## config.mk

```make
export PLATFORM = sky130hd
export DESIGN_NAME = pwm_sequencer
export DESIGN_NICKNAME = d
export VERILOG_FILES = /design/src/rtl/pwm_sequencer.sv
export SDC_FILE = /design/constraint.sdc
export NUM_CORES = 1
export LEC_CHECK = 0
export ABC_AREA = 1
export BUFFER_PORTS_ARGS = -buffer_cell sky130_fd_sc_hd__buf_4
export CORE_MARGIN = 3
export CORE_UTILIZATION = 50
export CTS_BUF_LIST = sky130_fd_sc_hd__clkbuf_16
export DETAILED_ROUTE_END_ITERATION = 6
export GPL_ROUTABILITY_DRIVEN = 0
export GPL_TIMING_DRIVEN = 0
export PLACE_DENSITY = 0.7
export SYNTH_ARGS = -nofsm -noshare
export SYNTH_HDL_FRONTEND = slang
export SYNTH_SLANG_ARGS = --single-unit
```

## constraint.sdc

```tcl
create_clock -name clkCore -period 1.8 [get_ports clkCore]
set_input_delay 0.09 -clock clkCore [delete_from_list [all_inputs] [get_ports clkCore]]
set_output_delay 0.09 -clock clkCore [all_outputs]
set_load 0.02 [all_outputs]
```

## src/rtl/pwm_sequencer.sv

```systemverilog
// pwm_sequencer
// Steps a photonic-switch PWM generator through a small programmable table.
// Each entry holds an A (reset-side) count, a B (set-side) count and a dwell
// (d means d+1 frames). Entries advance only on frame boundaries, so the
// generator always sees a complete frame with stable counts.
//
// Ports
//   clkCore            : single clock, all flops update on its rising edge
//   reset              : synchronous, active-low
//   cfg_we/cfg_addr    : table write strobe and address
//   cfg_a/cfg_b/cfg_dwell : entry contents written when cfg_we=1
//   period             : frame length minus 1 (captured at start)
//   last_idx           : index of the final entry (captured, clamped to DEPTH-1)
//   loop               : 1 = wrap to entry 0 after last_idx, 0 = one-shot
//   start/stop         : single-cycle control pulses
//   A_val/B_val        : counts presented to the generator
//   en/load            : generator enable and frame-reload strobe
//   busy/done/cur_idx  : status
module pwm_sequencer #(
  parameter int W        = 7,
  parameter int DEPTH    = 8,
  parameter int DWELL_W  = 8,
  parameter int PERIOD_W = 8,
  localparam int IW      = $clog2(DEPTH)
) (
  input  logic                clkCore,
  input  logic                reset,
  input  logic                cfg_we,
  input  logic [IW-1:0]       cfg_addr,
  input  logic [W-1:0]        cfg_a,
  input  logic [W-1:0]        cfg_b,
  input  logic [DWELL_W-1:0]  cfg_dwell,
  input  logic [PERIOD_W-1:0] period,
  input  logic [IW-1:0]       last_idx,
  input  logic                loop,
  input  logic                start,
  input  logic                stop,
  output logic [W-1:0]        A_val,
  output logic [W-1:0]        B_val,
  output logic                en,
  output logic                load,
  output logic                busy,
  output logic                done,
  output logic [IW-1:0]       cur_idx
);

  typedef enum logic [1:0] {
    ST_IDLE = 2'd0,
    ST_RUN  = 2'd1,
    ST_DONE = 2'd2
  } state_e;

  // Table storage, deliberately not reset
  logic [W-1:0]       a_mem_q [DEPTH];
  logic [W-1:0]       b_mem_q [DEPTH];
  logic [DWELL_W-1:0] d_mem_q [DEPTH];

  state_e              state_q, state_d;
  logic [PERIOD_W-1:0] frame_q, frame_d;
  logic [PERIOD_W-1:0] period_q, period_d;
  logic [DWELL_W-1:0]  dwell_q, dwell_d;
  logic [IW-1:0]       idx_q, idx_d;
  logic [IW-1:0]       last_q, last_d;
  logic                loop_q, loop_d;
  logic                stop_pend_q, stop_pend_d;
  logic [W-1:0]        a_q, a_d;
  logic [W-1:0]        b_q, b_d;
  logic                en_q, en_d;
  logic                load_q, load_d;
  logic                busy_q, busy_d;
  logic                done_q, done_d;

  logic [IW-1:0]       last_clamped_s;
  logic [IW-1:0]       idx_inc_s;
  logic                stop_now_s;

  // Clamp is only needed when DEPTH leaves unused index codes
  if (DEPTH < (1 << IW)) begin : g_clamp
    assign last_clamped_s = (last_idx > IW'(DEPTH - 1)) ? IW'(DEPTH - 1) : last_idx;
  end else begin : g_noclamp
    assign last_clamped_s = last_idx;
  end

  assign idx_inc_s = idx_q + {{(IW-1){1'b0}}, 1'b1};

  // Table write port; a fetch in the same cycle still sees the old entry
  always_ff @(posedge clkCore) begin
    if (cfg_we) begin
      a_mem_q[cfg_addr] <= cfg_a;
      b_mem_q[cfg_addr] <= cfg_b;
      d_mem_q[cfg_addr] <= cfg_dwell;
    end
  end

  // Sequencer next-state and registered-output computation
  always_comb begin
    state_d     = state_q;
    frame_d     = frame_q;
    period_d    = period_q;
    dwell_d     = dwell_q;
    idx_d       = idx_q;
    last_d      = last_q;
    loop_d      = loop_q;
    stop_pend_d = stop_pend_q;
    a_d         = a_q;
    b_d         = b_q;
    done_d      = done_q;
    en_d        = 1'b0;
    busy_d      = 1'b0;
    load_d      = 1'b0;
    // A stop arriving on the last frame cycle is honoured at that boundary
    stop_now_s  = stop_pend_q | stop;

    case (state_q)
      ST_IDLE, ST_DONE: begin
        if (start && !stop) begin
          state_d     = ST_RUN;
          period_d    = period;
          last_d      = last_clamped_s;
          loop_d      = loop;
          frame_d     = {PERIOD_W{1'b0}};
          idx_d       = {IW{1'b0}};
          done_d      = 1'b0;
          stop_pend_d = 1'b0;
          a_d         = a_mem_q[{IW{1'b0}}];
          b_d         = b_mem_q[{IW{1'b0}}];
          dwell_d     = d_mem_q[{IW{1'b0}}];
        end else begin
          stop_pend_d = 1'b0;
        end
      end
      ST_RUN: begin
        if (frame_q == period_q) begin
          frame_d     = {PERIOD_W{1'b0}};
          stop_pend_d = 1'b0;
          if (stop_now_s) begin
            state_d = ST_IDLE;
            done_d  = 1'b0;
          end else if (dwell_q != {DWELL_W{1'b0}}) begin
            dwell_d = dwell_q - {{(DWELL_W-1){1'b0}}, 1'b1};
          end else if (idx_q < last_q) begin
            idx_d   = idx_inc_s;
            a_d     = a_mem_q[idx_inc_s];
            b_d     = b_mem_q[idx_inc_s];
            dwell_d = d_mem_q[idx_inc_s];
          end else if (loop_q) begin
            idx_d   = {IW{1'b0}};
            a_d     = a_mem_q[{IW{1'b0}}];
            b_d     = b_mem_q[{IW{1'b0}}];
            dwell_d = d_mem_q[{IW{1'b0}}];
          end else begin
            state_d = ST_DONE;
            done_d  = 1'b1;
          end
        end else begin
          frame_d     = frame_q + {{(PERIOD_W-1){1'b0}}, 1'b1};
          stop_pend_d = stop_now_s;
        end
      end
      default: begin
        state_d     = ST_IDLE;
        stop_pend_d = 1'b0;
        done_d      = 1'b0;
      end
    endcase

    // Outputs are registered from the next state so they align with it
    en_d   = (state_d == ST_RUN);
    busy_d = (state_d == ST_RUN);
    load_d = (state_d == ST_RUN) && (frame_d == {PERIOD_W{1'b0}});
  end

  // State and output registers with synchronous active-low reset
  always_ff @(posedge clkCore) begin
    if (!reset) begin
      state_q     <= ST_IDLE;
      frame_q     <= {PERIOD_W{1'b0}};
      period_q    <= {PERIOD_W{1'b0}};
      dwell_q     <= {DWELL_W{1'b0}};
      idx_q       <= {IW{1'b0}};
      last_q      <= {IW{1'b0}};
      loop_q      <= 1'b0;
      stop_pend_q <= 1'b0;
      a_q         <= {W{1'b0}};
      b_q         <= {W{1'b0}};
      en_q        <= 1'b0;
      load_q      <= 1'b0;
      busy_q      <= 1'b0;
      done_q      <= 1'b0;
    end else begin
      state_q     <= state_d;
      frame_q     <= frame_d;
      period_q    <= period_d;
      dwell_q     <= dwell_d;
      idx_q       <= idx_d;
      last_q      <= last_d;
      loop_q      <= loop_d;
      stop_pend_q <= stop_pend_d;
      a_q         <= a_d;
      b_q         <= b_d;
      en_q        <= en_d;
      load_q      <= load_d;
      busy_q      <= busy_d;
      done_q      <= done_d;
    end
  end

  assign A_val   = a_q;
  assign B_val   = b_q;
  assign en      = en_q;
  assign load    = load_q;
  assign busy    = busy_q;
  assign done    = done_q;
  assign cur_idx = idx_q;

endmodule
```

# Word level (Yosys, flattened, before mapping)
# Memory sizes are Yosys's and may differ from the RTL's.
# Cells that the tools add are included.
word_totals:
  ff_bits: 51
  mem_bits_rw: 176
  inputBits: 42
  out_inout_bits: 21
  elab_cells: 96
  memories: 3
op_classes:
  n_addsub: 3
  order_cmp: 1
  eq_ne: 13
  n_mux: 47
  bitwise: 3
  reduce_logical: 13
memory_table:
  columns: ["name", "depth", "width", "read_ports", "rd_ports_with_merged_regs", "write_ports", "line", "text"]
  rows:
  - ["d_mem_q", 8, 8, 2, 0, 1, "56", "logic [DWELL_W-1:0] d_mem_q [DEPTH];"]
  - ["a_mem_q", 8, 7, 2, 0, 1, "54", "logic [W-1:0] a_mem_q [DEPTH];"]
  - ["b_mem_q", 8, 7, 2, 0, 1, "55", "logic [W-1:0] b_mem_q [DEPTH];"]
ops:
  columns: ["op", "count"]
  rows:
  - ["$mux W7", 12]
  - ["$mux W8", 8]
  - ["$pmux W8 S2", 2]
  - ["$pmux W7 S2", 2]
  - ["$mux W3", 6]
  - ["$mux W2", 6]
  - ["$ne A3 B3 Y1 const B", 4]
  - ["$reduce_and A5 Y1", 2]
  - ["$add A8 B1 Y8 const B", 1]
  - ["$eq A8 B8 Y1", 1]
  - ["$logic_not A8 Y1", 1]
  - ["$mux W1", 8]
  - ["$ne A2 B2 Y1 const B", 4]
  - ["$reduce_bool A8 Y1", 1]
  - ["$sub A8 B1 Y8 const B", 1]
  - ["$pmux W3 S2", 1]
  - ["$reduce_and A6 Y1", 1]
  - ["$eq A2 B1 Y1 const B", 2]
  - ["$ne A4 B4 Y1 const B", 1]
  - ["$pmux W2 S2", 1]
  - ["$add A3 B1 Y3 const B", 1]
  - ["$lt A3 B3 Y1", 1]
  - ["$reduce_or A3 Y1", 1]
  - ["$eq A2 B2 Y1 const B", 1]
  - ["9 further kinds", 11]

# Logic depth before layout (Yosys ltp)
# Gate-level depths: netlist of the first run.
depth:
  word_depth: 8
  depth_mapped: 14
  depth_no_buf: 13

# Least setup slack after synthesis of the first run
# OpenSTA, ideal clock, no wires.
synth_timing:
  path_type: "reg2reg"
  start: "register idx_q[2], in the netlist cur_idx[2]"
  end: "register a_q[1], in the netlist A_val[1]"
  setup_ns: 0.116
  arrival_time_ns: 1.673
  required_time_ns: 1.684
  slack_ns: 0.012
  stages_incl_launch_ff: 11
  n_path_buf: 3
  synth_period_minus_slack_ns: 1.788
  path_cell_list: "dfxtp_1 -> ha_1 -> a21oi_1 -> nand2_1 -> buf_6 -> nor2_4 -> buf_6 -> buf_6 -> nand3_1 -> a21oi_1 -> nor2_1"
synth_between:
  elab_chain_cells: 7
  elab_cells_between_ends: 10
  classes_between: "1 x add/sub; 1 x order compare; 1 x eq/ne; 5 x mux; 1 x reduce/logical; 1 x memory"
synth_lines:
  columns: ["item", "line", "text"]
  rows:
  - ["start: declaration", "62", "logic [IW-1:0] idx_q, idx_d;"]
  - ["start signal: assignment", "180", "idx_q <= {IW{1'b0}};"]
  - ["start signal: assignment", "195", "idx_q <= idx_d;"]
  - ["$add A3 B1 Y3", "84", "assign idx_inc_s = idx_q + {{(IW-1){1'b0}}, 1'b1};"]
  - ["$mem_v2 Z8 W7", null, null]
  - ["$mux W7", "141", "end else if (idx_q < last_q) begin"]
  - ["$mux W7", "139", "end else if (dwell_q != {DWELL_W{1'b0}}) begin"]
  - ["$mux W7", "136", "if (stop_now_s) begin"]
  - ["$mux W7", "133", "if (frame_q == period_q) begin"]
  - ["$pmux W7 S2", "114", "case (state_q)"]
  - ["end signal: assignment", "184", "a_q <= {W{1'b0}};"]
  - ["end: declaration", "66", "logic [W-1:0] a_q, a_d;"]
# Parallel ways exist; a longest one is shown, timed or not. The select of a mux whose other input is x is not followed.
# A chain may end at the register's enable or synchronous reset.

# Final worst setup path of the first run
layout_timing:
  start: "register idx_q[2], in the netlist cur_idx[2]"
  end: "register b_q[6], in the netlist B_val[6]"
layout_between:
  elab_chain_cells: 7
  elab_cells_between_ends: 10
  classes_between: "1 x add/sub; 1 x order compare; 1 x eq/ne; 5 x mux; 1 x reduce/logical; 1 x memory"
layout_lines:
  columns: ["item", "line", "text"]
  rows:
  - ["$add A3 B1 Y3", "84", null]
  - ["$mem_v2 Z8 W7", null, null]
  - ["$mux W7", "141", null]
  - ["$mux W7", "139", null]
  - ["$mux W7", "136", null]
  - ["$mux W7", "133", null]
  - ["$pmux W7 S2", "114", null]
  - ["end signal: assignment", "185", "b_q <= {W{1'b0}};"]
  - ["end: declaration", "67", "logic [W-1:0] b_q, b_d;"]
# Parallel ways exist; a longest one is shown, timed or not. The select of a mux whose other input is x is not followed.

==> results of run 1 <==
registers in the layout, summed over array words and instances, names as in the netlist:
register	count
A_val	7
B_val	7
a_mem_q	56
b_mem_q	56
busy	1
cur_idx	3
d_mem_q	64
done	1
dwell_q	8
frame_q	8
last_q	3
load	1
loop_q	1
period_q	8
state_q	2
stop_pend_q	1
per-stage QoR:
step	TNS, ns	total power [mW]
after floorplan	0	7.73
after detailed placement	-10.34	8.63
final	-0.102	13.9
after CTS	-0.00205	13.6
after global placement	-141.94	8.56
after global routing	-1.55	14.4
worst min-delay path, cell delays in order:
cell,delay (ns)
buf_4,0.12
nand2_1,0.13
nor2_4,0.17
logic make-up (layout without fill, tap and decap cells):
group / Yosys count / after routing / synth area share [%]
compound gates: 226 / 226 / 12.0
xor+xnor: 11 / 11 / 0.991
fa+ha+maj: 6 / 6 / 0.772
buf+inv: 115 / 278 / 5.19
flops: 227 / 227 / 64.9
simple gates: 379 / 379 / 16.2
power breakdown:
part,internal (mW),switching (mW),leakage (nW)
Sequential,5.91,0.138,2.02
Combinational,1.16,1.86,2.31
Clock,2.85,1.96,0.413
Total,9.91,3.96,4.75
layout by cell type (no fill, tap or decap), drive strengths merged:
| cell type | count |
|---|---|
| bufinv | 3 |
| inv | 71 |
| ha | 6 |
| o211ai | 1 |
| o221ai | 1 |
| nand4 | 7 |
| clkinv | 9 |
| o22ai | 24 |
| nor2 | 149 |
| nand3 | 41 |
| a21oi | 59 |
| dfxtp | 51 |
| nor4 | 1 |
| clkinvlp | 1 |
| nand2 | 178 |
| xor2 | 4 |
| xnor2 | 7 |
| o21ai | 141 |
| nand3b | 2 |
| clkbuf | 52 |
| dlygate4sd3 | 38 |
| nor3 | 1 |
| buf | 104 |
| edfxtp | 176 |
layer usage:
layer  share of wire (%)  GRT usage, %  vias up
met3                 8.0          4.05       64
li1                    -             -     3617
met2                  47          38.2      373
met1                  41          32.3     3617
met5                   0             0        -
met4                 3.5          9.59        0
final cells by class:
class	count	area [um^2]	share of cell area, %
flip-flops and latches	227	6320	51.4
multi-input cells	622	3100	25.3
repair buffers	120	1140	9.26
clock buffers	24	601	4.89
plain buffers	50	370	3.01
well taps	260	325	2.65
inverters	64	259	2.11
clock inverters	20	171	1.39
path summary, 6_finish.rpt:
kind | from | endpoint | slack (ns) | depth (start not counted)
worst max-delay path | cur_idx[2] | B_val[6] | -0.03 | 12
worst min-delay path | cfg_addr[2] | d_mem_q[5][0] | 0.20 | 3
worst max register to register | cur_idx[2] | B_val[6] | -0.03 | 12
worst min register to register | A_val[4] | A_val[4] | 0.46 | 2
repair_timing:
| action | CTS | global route |
|---|---|---|
| pin swaps | 2 | 6 |
| gates resized for setup | 58 | 78 |
| hold buffers | 38 | 0 |
| endpoints found under the hold margin | 196 | 0 |
| endpoints found under the setup margin | 28 | 28 |
| gates cloned | 0 | 1 |
| setup buffers | 9 | 5 |
==> metrics.md, run 1 <==
| Metric | Value |
|---|---|
| VDD IR max | ~770 uV |
| Slowest stage delay, CP | 0.37 ns |
| Die height | 145 um |
| Crit-path cells | ha_4 -> a21oi_4 -> nand2_4 -> buf_6 -> nor2_4 -> buf_6 -> buf_4 -> nand3_1 -> o21ai_0 -> nand2_1 -> o21ai_2 -> nor2_1 |
| Crit path DAT | 2.20 ns |
| Asr flop ratio synth | 0% |
| Worst min path class | in2reg |
| Vias in the first global route | ~7400 |
| Sequential share of the synthesized area | 64.9% |
| Pre-CTS WS | -0.523 ns |
| Num rows | 50 |
| Area after DPL | 0.0107 mm^2 |
| Crit-path max FO | 8 |
| Non-filler cells, final | 1387 |
| Count leader, synth | nand2_1 |
| DR WL/cell | roughly 19 um |
| Startpoint Class | flip-flop |
| Cell variety after synth | 32 |
| Area added between synthesis and finish | 26.4% |
| MaxCap Viol Count | 0 |
| Clock Tree Buf Depth | 3 |
| WP buf/inv | 3 |
| Synth area leaders | edfxtp_1 (54%), dfxtp_1 (11%), o21ai_0 (7.0%) |
| Failing checks | negative setup slack |
| Initial core utilization | 51.5% |
| Port bufs | 62 |
| Initial antenna violation count | 0 |
| Hold slack | ~0.20 ns |
| Drt first-iter violations | about 770 |
| Synth Register Bits | 227 |
| Dpl cells | about 1300 |
| Leakage | 4.75 nW |
| Largest net degree at the start of global routing | 23 |
| EDFF count, synth | 176 |
| CTS Buf Count | 24 |
| Clock skew | 0.0119 ns |
| Fin crit share | 102% |
| YS warnings | 0 |
| CP Class | reg2reg |
| Mapped Cells | 964 |
| Post-synthesis cell area | slightly below 0.01 mm^2 |
| Synth Flop Type | edfxtp_1 |
| Die ar. | between 0.02 and 0.025 mm^2 |
| Root buf cell | clkbuf_16 |
| Layout cells sized above 1 | 19.6% |
| Rel. slew slack | 35.9% |
| Setup violations, final | 6 |
| Core footprint | 0.0189 mm^2 |
| Worst-margin pin slew | 0.961 ns |
| Layout fillers | 1466 |
| CP endpoint kind | flip-flop |
| Clk_lat worst skew | 0.52 ns |
| Final setup slack of the worst path | -0.0280 ns |
| Overflow after GRT | 0 |
| Post-synth top cells | nand2_1 (177), edfxtp_1 (176), nor2_1 (140) |
| Final Hold Violating Endpoints | 0 |
| Top-area cell type share of the netlist area | 54.4% |
| Unrepaired setup endpoints after global routing | true |
| First-pass GRT wire length | 39800 um |
| Final core occ | roughly two thirds |
| Fin nets | 1157 |
| Detail Placement HPWL | 16000 um |
| Total iterations of the first detailed-routing run | 5 |
| DRC violations left | 0 |
| Worst-path clk slew | 0.06 ns |
| H-Tree Depth | 1 |
| Drt via density | 5.53 |
| Die width | 145 um |
| Required @ worst endpoint | 2.18 ns |
| Clock Sinks | 227 |
| Vias | 7671 |
| F_max | 0.547 GHz |
| Power density over cell area | 1130 mW/mm^2 |
| Crit path max-delay cell type | dfxtp_4 |
| TritonCTS clock tree | built |
| Synthesized area per cell | 10.1 um^2 |
| WL final | 26000 um |
| Status | finished with violations |
| Min Tclk post-route | 1.83 ns |
| IO Count | 63 |
| CP most frequent cell | buf_6 |
| Total Routing Usage GR | 23.7% |
| Max-slew violation count | 0 |
| Detail Route Antenna Nets | 0 |
| CP delay by family, top | buffers and inverters |
| Cell taking the most area after synthesis | edfxtp_1 |
| Fin area | 0.0123 mm^2 |
| Post-Syn Nets | 1012 |
| Ant diodes | 0 |
Note: power is estimated with default switching activity, not from simulation.
==> inputs of run 2 (changes only) <==
PLACE_DENSITY = 0.68   (was 0.7)
clock period = 2.29 ns   (was 1.8 ns; I/O delays follow)
==> metrics.md, run 2 (synthesis gave the netlist of run 1 again) <==
| Metric | Value |
|---|---|
| WL met1 | 10500 um (-2.1%) |
| H-Tree Depth | 1 (unchanged) |
| F_max | 0.465 GHz (-15%) |
| WL final | 24800 um (-4.7%) |
| Vias in the first global route | 7137 (-3.4%) |
| Max Used Layer | met4 |
| Area after DPL | 0.0106 mm^2 (-0.40%) |
| Total Power | 10.6 mW (-24%) |
| Startpoint Class | flip-flop |
| Clock Sinks | 227 (unchanged) |
| IO Count | 63 (unchanged) |
| Clock skew | 0.0116 ns (-0.000278 ns) |
| Core footprint | 0.0189 mm^2 (unchanged) |
| Drt first-iter violations | 751 (-2.0%) |
| Pre-CTS WS | -0.0738 ns (+0.450 ns) |
| Max-slew violation count | 0 (unchanged) |
| Area added between synthesis and finish | 21.8% |
| Clock Tree Buf Depth | 3 (unchanged) |
| Overflow after GRT | 0 (unchanged) |
| Crit-path max FO | 10 (+2) |
| Crit path max-delay cell type | clkbuf_1 |
| Port bufs | 62 (unchanged) |
| Drt via density | 5.36 (-3.1%) |
| CP Class | reg2reg |
| Root buf cell | clkbuf_16 |
| Top reg by flops | d_mem_q |
| Most frequent cells in the layout | nand2_1 (177), edfxtp_1 (176), o21ai_0 (136) |
| Detail Placement HPWL | 15300 um (-4.8%) |
| Fin crit share | 93.8% (-7.7 points) |
| Num rows | 50 (unchanged) |
| Worst-path clk slew | 0.06 ns (about the same) |
| Worst min path class | in2reg |
| Initial core utilization | 51.5% (unchanged) |
| CTS Buf Count | 25 (+4.2%) |
| Final Hold Violating Endpoints | 0 (unchanged) |
| Layout cells sized above 1 | 14.8% (-4.8 points) |
| Power density over cell area | 892 mW/mm^2 (-21%) |
| Clk_lat worst skew | 0.53 ns (about the same) |
| Fin area | 0.0118 mm^2 (-3.7%) |
| VDD IR max | 627 uV (-19%) |
| Worst-margin pin slew | 0.908 ns (-0.0528 ns) |
| Leakage | 4.54 nW (-4.4%) |
| Detail Route Antenna Nets | 0 (unchanged) |
| Slowest stage delay, CP | 0.51 ns (+0.14 ns) |
| Largest net degree at the start of global routing | 23 (unchanged) |
| Die ar. | 0.0212 mm^2 (unchanged) |
| Max reg flops | 64 (unchanged) |
| Ant diodes | 0 (unchanged) |
| Total Routing Usage GR | 23.4% (-0.28 points) |
| Initial antenna violation count | 0 (unchanged) |
| Crit path DAT | 2.57 ns (+0.37 ns) |
| Metal2 WL | 11300 um (-7.3%) |
| Status | finished clean |
| Min Tclk post-route | 2.15 ns (+0.320 ns) |
| Final setup slack of the worst path | 0.142 ns (+0.170 ns) |
| Largest regs | d_mem_q (64), a_mem_q (56), b_mem_q (56) |
| Final core occ | 62.7% (-2.4 points) |
| DRC violations left | 0 (unchanged) |
| Final TNS setup | 0 ns (+0.102 ns) |
| Commonest non-fill, non-tap cell in the layout | nand2_1 |
| Crit-path cells | ha_1 -> xnor2_4 -> inv_1 -> clkbuf_1 -> o221ai_1 -> nand3_1 -> nand2_1 -> nand3_1 -> a21oi_1 |
| Die width | 145 um (unchanged) |
| CP endpoint kind | flip-flop |
| Total iterations of the first detailed-routing run | 5 (unchanged) |
| Vias | 7363 (-4.0%) |
| DR WL/cell | 18.0 um (-3.8%) |
| Rel. slew slack | 39.3% (+3.4 points) |
| Met3 Wirelength | 2100 um (+0.96%) |
| Fin nets | 1143 (-1.2%) |
| First-pass GRT wire length | 39300 um (-1.2%) |
| TritonCTS clock tree | built |
| Die height | 145 um (unchanged) |
| MaxCap Viol Count | 0 (unchanged) |
| Setup violations, final | 0 (-6) |
| CP most frequent cell | nand3_1 |
| Required @ worst endpoint | 2.71 ns (+0.53 ns) |
-- run 2: cell type report --
| cell class | count | area [um^2] |
|---|---|---|
| timing repair buffer | 105 | 931 |
| clock buffer | 25 | 626 |
| multi-input combinational | 622 | 2980 |
| inverter | 64 | 248 |
| buffer | 50 | 267 |
| sequential | 227 | 6310 |
| clock inverter | 21 | 153 |
| tap | 260 | 325 |
| fill | 1574 | 7050 |
-- run 2: repair_timing --
item	4_1_cts	5_1_grt
gates resized for setup	3	18
setup endpoints to repair	7	22
endpoints found under the hold margin	197	0
pin swaps	0	0
hold buffers	41	0
buffers inserted	0	0
-- run 2: report_power, final --
part | switching (mW) | internal, mW | leakage, nW
logic | 1.36 | 0.692 | 2.13
registers | 0.0942 | 4.64 | 2.02
clock network | 1.65 | 2.13 | 0.390
total | 3.10 | 7.46 | 4.54
-- run 2: stage by stage --
stage,instances,hold WS (ns)
floorplan,964,0.213
global placement,1286,0.338
detailed placement,1288,0.346
CTS,1374,0.0117
global route,1374,0.0306
finish,1374,0.0365
-- run 2: path summary, 6_finish.rpt --
path / from / end / slack (ns) / cells past startpoint
min: stop / stop_pend_q / 0.04 / 3
max reg2reg: cur_idx[1] / dwell_q[4] / 0.14 / 9
max: cur_idx[1] / dwell_q[4] / 0.14 / 9
min reg2reg: last_q[1] / last_q[1] / 0.47 / 2
-- run 2: metal layers --
layer  vias to the layer above  global-route usage, %
met5                         -                      0
met4                         0                   8.40
li1                       3581                      -
met1                      3419                   32.9
met3                        56                   4.36
met2                       307                   36.9
-- run 2: critical path, delay by kind of cell, from the launching register on --
kind	cells	cell delay, ns
AND/OR/NAND/NOR	3	0.23
AO/OA/AOI/OAI	2	0.31
flip-flops	1	0.41
XOR/XNOR	1	0.12
adder cells (fa/ha/maj)	1	0.28
buffers and inverters	2	0.67
